## src/rtl/roll_conditioner.sv

```systemverilog
// roll_conditioner: raw push-button in, debounced die roll level and done strobe out.
// Defining ROLL_LOCKOUT_EN adds a post-roll window in which the button is ignored.
module roll_conditioner #(
   parameter int DEBOUNCE_CYCLES = 16,
   parameter int MIN_ROLL_CYCLES = 8,
   parameter int LOCKOUT_CYCLES  = 32
) (
   input  logic clock,
   input  logic reset,
   input  logic button,
   output logic roll,
   output logic done,
   output logic busy
);

   localparam int MAXA = (DEBOUNCE_CYCLES > MIN_ROLL_CYCLES) ?
                         DEBOUNCE_CYCLES : MIN_ROLL_CYCLES;
   localparam int MAXP = (LOCKOUT_CYCLES > MAXA) ? LOCKOUT_CYCLES : MAXA;
   localparam int CW   = $clog2(MAXP) + 1;

   localparam logic [CW-1:0] ONE   = CW'(1);
   localparam logic [CW-1:0] DB_N  = CW'(DEBOUNCE_CYCLES);
   localparam logic [CW-1:0] MIN_N = CW'(MIN_ROLL_CYCLES);
`ifdef ROLL_LOCKOUT_EN
   localparam logic [CW-1:0] LO_LAST = CW'(LOCKOUT_CYCLES - 1);
`endif

   typedef enum logic [2:0] {
      IDLE,
      PRESS_DB,
      ROLLING,
      RELEASE_DB,
      LOCKOUT
   } state_t;

   state_t        state;
   logic          s1;
   logic          s2;
   logic [CW-1:0] cnt;
   logic          min_done;

   always_ff @(posedge clock) begin
      if (reset) begin
         s1       <= 1'b0;
         s2       <= 1'b0;
         state    <= IDLE;
         cnt      <= '0;
         min_done <= 1'b0;
         roll     <= 1'b0;
         done     <= 1'b0;
         busy     <= 1'b0;
      end else begin
         s1   <= button;
         s2   <= s1;
         done <= 1'b0;
         case (state)
            IDLE: begin
               min_done <= 1'b0;
               if (s2) begin
                  state <= PRESS_DB;
                  cnt   <= ONE;
                  busy  <= 1'b1;
               end
            end
            PRESS_DB: begin
               if (!s2) begin
                  state <= IDLE;
                  cnt   <= '0;
                  busy  <= 1'b0;
               end else if (cnt == DB_N) begin
                  state <= ROLLING;
                  cnt   <= '0;
                  roll  <= 1'b1;
               end else begin
                  cnt <= cnt + ONE;
               end
            end
            ROLLING: begin
               // Releases before min_done are ignored until it is set.
               if (!s2 && min_done) begin
                  state <= RELEASE_DB;
                  cnt   <= ONE;
               end else begin
                  if (cnt < MIN_N)
                     cnt <= cnt + ONE;
                  if (cnt >= MIN_N - ONE)
                     min_done <= 1'b1;
               end
            end
            RELEASE_DB: begin
               if (s2) begin
                  state <= ROLLING;
                  cnt   <= '0;
               end else if (cnt == DB_N) begin
                  cnt  <= '0;
                  roll <= 1'b0;
                  done <= 1'b1;
`ifdef ROLL_LOCKOUT_EN
                  state <= LOCKOUT;
`else
                  state <= IDLE;
                  busy  <= 1'b0;
`endif
               end else begin
                  cnt <= cnt + ONE;
               end
            end
`ifdef ROLL_LOCKOUT_EN
            LOCKOUT: begin
               if (cnt == LO_LAST) begin
                  state <= IDLE;
                  cnt   <= '0;
                  busy  <= 1'b0;
               end else begin
                  cnt <= cnt + ONE;
               end
            end
`endif
            default: begin
               state <= IDLE;
               cnt   <= '0;
               roll  <= 1'b0;
               busy  <= 1'b0;
            end
         endcase
      end
   end

endmodule
```

## config.mk

```make
export PLATFORM = sky130hd
export DESIGN_NAME = roll_conditioner
export DESIGN_NICKNAME = d
export VERILOG_FILES = /design/src/rtl/roll_conditioner.sv
export SDC_FILE = /design/constraint.sdc
export NUM_CORES = 1
export LEC_CHECK = 0
export ABC_AREA = 1
export BUFFER_PORTS_ARGS = -buffer_cell sky130_fd_sc_hd__buf_2
export CAP_MARGIN = 20
export CORE_AREA = 2 2 48 50
export CTS_CLUSTER_DIAMETER = 30
export DETAILED_ROUTE_END_ITERATION = 12
export DIE_AREA = 0 0 50 52
export GPL_TIMING_DRIVEN = 0
export MAX_ROUTING_LAYER = met4
export PLACE_DENSITY = 0.5
export SLEW_MARGIN = 20
export SYNTH_ARGS = -nofsm -noshare
export SYNTH_HDL_FRONTEND = slang
export SYNTH_SLANG_ARGS = --single-unit
```

## constraint.sdc

```tcl
create_clock -name clock -period 1.5 [get_ports clock]
set_input_delay 0.3 -clock clock [delete_from_list [all_inputs] [get_ports clock]]
set_output_delay 0.3 -clock clock [all_outputs]
set_load 0.02 [all_outputs]
```

==> metrics.md <==
| Metric | Value |
|---|---|
| Outcome | finished, final reports clean |
| Pre-CTS setup slack | 0.129 ns |
| Sequential fraction of the synthesis area | 40.1% |
| Sw frac | approximately two fifths |
| Post-synthesis cell count | around 100 |
| Setup slack of the critical path after layout | 0.145 ns |
| Normalized max-slew margin | 79.1% |
| Simple-gate area share of the yosys netlist | 39.2% |
| Portion of netlist area occupied by mux cells | 0% |
| Buffers added on ports | 5 |
| Maximum fanout along the worst path | 4 |
| Area of the multi-input gates | 363 µm² |
| Worst Hold Slack | 0.213 ns |
| GR Util All Layers | 12.5% |
| Ports | 6 |
| Latest clock arrival within the worst-skew pair | 0.28 ns |
| Standby leakage power | around 0.35 nW |
| Maximum number of pins on one net before global-route repair | 9 |
| Setup-failing EPs final | 0 |
| Number of iterations in the first detailed-routing pass | 4 |
| Async set-reset flop share out of synthesis | 0% |
| Overall power of the completed layout | 1.15 mW |
| Cell taking the most area after synthesis | sky130_fd_sc_hd__dfxtp_1 |
| Count of H-tree levels built during CTS | 1 |
| Final weighted congestion of routability-driven global placement | 0.758 |
| Kind of critical path | flip-flop to flip-flop |
| Highest ir drop seen on vdd | 460 µV |
| Ratio of total power to cell area | around 1400 nW/µm² |
| R2R setup slack | about 0.14 ns |
| Detailed Route Iter0 Violations | 5 |
| Die extent in x | 50 µm |
| Wire length of the first global-routing pass | approximately 2200 µm |
| Area of the mapped netlist | around 700 µm² |
| Initial antenna violation count | 0 |
| Area share of the leading cell type in the synthesized netlist | roughly 40% |
| Final global-route overflow total | 0 |
| Vias after detailed routing | 629 |
| Clock tree from TritonCTS | yes |
| Endpoint kind of the worst setup timing path | flip-flop |
| Net switching component of the power | 444 µW |
| Fraction of final layout cells with drive strength greater than 1 | a little under a quarter |
| Required arrival time at the worst endpoint | 1.69 ns |
| Die Y-Extent | 52 µm |
| Filler Cell Count | between 200 and 250 |
| Dominant combinational cell family by area after synthesis | simple AND/OR/NAND/NOR gates |
| Total internal power | roughly 700 µW |
| Portion of total power attributed to sequential cells | 41.7% |
| Net count of the finished layout | 114 |
| Most instantiated library cell after synthesis | sky130_fd_sc_hd__nand2_1 |
| Arrival time worst endpoint | around 1.5 ns |
| Leading post-synthesis cells by instance count | sky130_fd_sc_hd__nand2_1, sky130_fd_sc_hd__dfxtp_1, sky130_fd_sc_hd__inv_1, sky130_fd_sc_hd__nor2_1, sky130_fd_sc_hd__a21oi_1 |
| Combinational cell fraction of total power | between 30% and 40% |
| Post-Synth XOR/XNOR Area | 1.25% |
| Final hold vios | 0 |
| Fmax | between 700 and 800 MHz |
| Met1 track demand over resource | 13.8% |
| Final period demand of the worst path | 1.36 ns |
| Clock transition time at the flip-flop clock pins of the worst setup and hold paths | 0.09 ns |
| Placeable core region | 2110 µm² |
| Total nets after synthesis | 103 |
| Layout Utilization | 38.1% |
| Register bit count reported by yosys | 14 |
| Number of buffers added by the clock tree synthesis step | 3 |
| Ranking of synthesized cells by area | sky130_fd_sc_hd__dfxtp_1, sky130_fd_sc_hd__nand2_1, sky130_fd_sc_hd__a21oi_1 |
| GR Util met3 | between 3 and 4% |
| Number of global-route vias before repair | 534 |
| Count of pins over their slew limit | 0 |
| Sequential cell area | 280 µm² |
| Design area | 803 µm² |
| Top FF cell, synth | sky130_fd_sc_hd__dfxtp_1 |
| Proportion of power drawn by the clock network | 23.8% |
| Row cnt | 17 |
| Worst hold-check path type | input pin to flip-flop |
| Slew at the pin closest to its max-slew limit | 0.312 ns |
| Total placed instance area | 759 µm² |
| Count of clock tree sinks | 14 |
| Kind of launch point of the worst setup path | flip-flop |
| Met2 Use GR | 18.4% |
| Number of maximum-capacitance violations | 0 |
| Worst-case clock skew | 0.00351 ns |
| Count of warnings emitted by yosys | 0 |
| Remaining number of nets flagged by the antenna check after routing | 0 |
| Mean number of vias per cell | around 4.6 |
| Global routing's busiest layer | met2 |
| Buffer type at the clock tree root | sky130_fd_sc_hd__clkbuf_4 |
| Share of the cycle needed by the critical path after routing | 90.3% |
| Initial cell density of the core | 33.2% |
| Post-synthesis share of cell area spent on full adders, half adders and majority gates | 3.58% |
| Placed Cells incl. Taps | 131 |
| CTS Hold Bufs | 0 |
| Post-route insts no fill | roughly 140 |
| Unrepaired setup endpoints after global routing | no |
| Die ar. | 2600 µm² |
| Maximum number of buffers from clock root to sink | 2 |
| Antenna diode count | 0 |
| Placed wire-length estimate | around 1000 µm |
| Mean cell area of the mapped netlist | between 7 and 8 µm² |
| Synth Area in Compound Gates | about 8% |
| Post-Route WL | between 1000 and 1500 µm |
| Number of enable-type register cells in the synthesized netlist | 0 |
| Final total negative setup slack | 0 ns |
| Wire per inst | 9.73 µm |
| Number of distinct library cells after synthesis | 19 |
| Area delta synth->final | 14.8% |
| DRC Markers | 0 |
==> worst paths after layout <==
check | endpoint | cells past startpoint | from
worst min-delay path | s1 | 3 | button
worst max register to register | cnt[5] | 9 | cnt[0]
worst min register to register | s2 | 2 | s1
worst max-delay path | cnt[5] | 9 | cnt[0]
==> power groups by stage <==
stage	Combinational [mW]	Clock, mW	Sequential (mW)
after global routing	0.454	0.303	0.488
final	0.396	0.273	0.478
after CTS	0.400	0.290	0.477
after floorplan	0.321	0	0.478
after global placement	0.400	0	0.485
after detailed placement	0.400	0	0.485
==> cell type report <==
type | instances | area share, %
Multi-Input combinational cell | 69 | 45.2
Tap cell | 28 | 4.36
Timing Repair Buffer | 6 | 4.05
Sequential cell | 14 | 34.9
Clock buffer | 4 | 4.52
Inverter | 15 | 7.01
==> registers in the layout (all words and copies together) (netlist names), named ones only <==
register  cells
cnt           6
busy          1
done          1
min_done      1
roll          1
s1            1
s2            1
state         1
==> metal layers <==
layer	wire (µm)	share of wire (%)	vias to the layer above
met5	0	0	-
met2	588	44	8
met1	647	49	282
li1	-	-	335
met3	42	3.2	4
met4	44	3.3	0
==> cell usage in the layout (no fill, tap or decap) <==
master / instances
sky130_fd_sc_hd__a21oi_1: 9
sky130_fd_sc_hd__xor2_1: 1
sky130_fd_sc_hd__nor2_4: 2
sky130_fd_sc_hd__clkbuf_8: 1
sky130_fd_sc_hd__nor3_1: 2
sky130_fd_sc_hd__nor3b_2: 1
sky130_fd_sc_hd__o21ai_1: 2
sky130_fd_sc_hd__nand2_1: 22
sky130_fd_sc_hd__nand4_1: 2
sky130_fd_sc_hd__inv_2: 4
sky130_fd_sc_hd__nor2_2: 2
sky130_fd_sc_hd__nand3_1: 7
sky130_fd_sc_hd__nand2_2: 5
sky130_fd_sc_hd__nor2_1: 10
sky130_fd_sc_hd__nand3_2: 1
sky130_fd_sc_hd__buf_4: 1
sky130_fd_sc_hd__dfxtp_1: 14
sky130_fd_sc_hd__nor3b_1: 1
sky130_fd_sc_hd__ha_1: 2
sky130_fd_sc_hd__inv_1: 10
sky130_fd_sc_hd__clkbuf_4: 3
sky130_fd_sc_hd__buf_2: 5
sky130_fd_sc_hd__clkinv_1: 1
==> what timing repair did <==
action                                  CTS  global route
buffers inserted                          0             1
gates resized for setup                   0             0
endpoints found under the setup margin    0             1
==> critical path: stages, from the launching register on <==
cell and delay [ns]:
sky130_fd_sc_hd__dfxtp_1 0.35, sky130_fd_sc_hd__inv_1 0.10, sky130_fd_sc_hd__ha_1 0.15, sky130_fd_sc_hd__nand4_1 0.17, sky130_fd_sc_hd__nand2_2 0.15, sky130_fd_sc_hd__nand3_2 0.09, sky130_fd_sc_hd__nand2_2 0.10, sky130_fd_sc_hd__clkinv_1 0.06
sky130_fd_sc_hd__nand2_1 0.06, sky130_fd_sc_hd__nor2_1 0.04
==> logic make-up after synthesis <==
kind of cell / count (synthesis)
buffers and inverters: 15
AO/OA/AOI/OAI: 11
adder cells (fa/ha/maj): 2
XOR/XNOR: 1
flip-flops: 14
AND/OR/NAND/NOR: 55
Power figures use the tool's default switching activity.
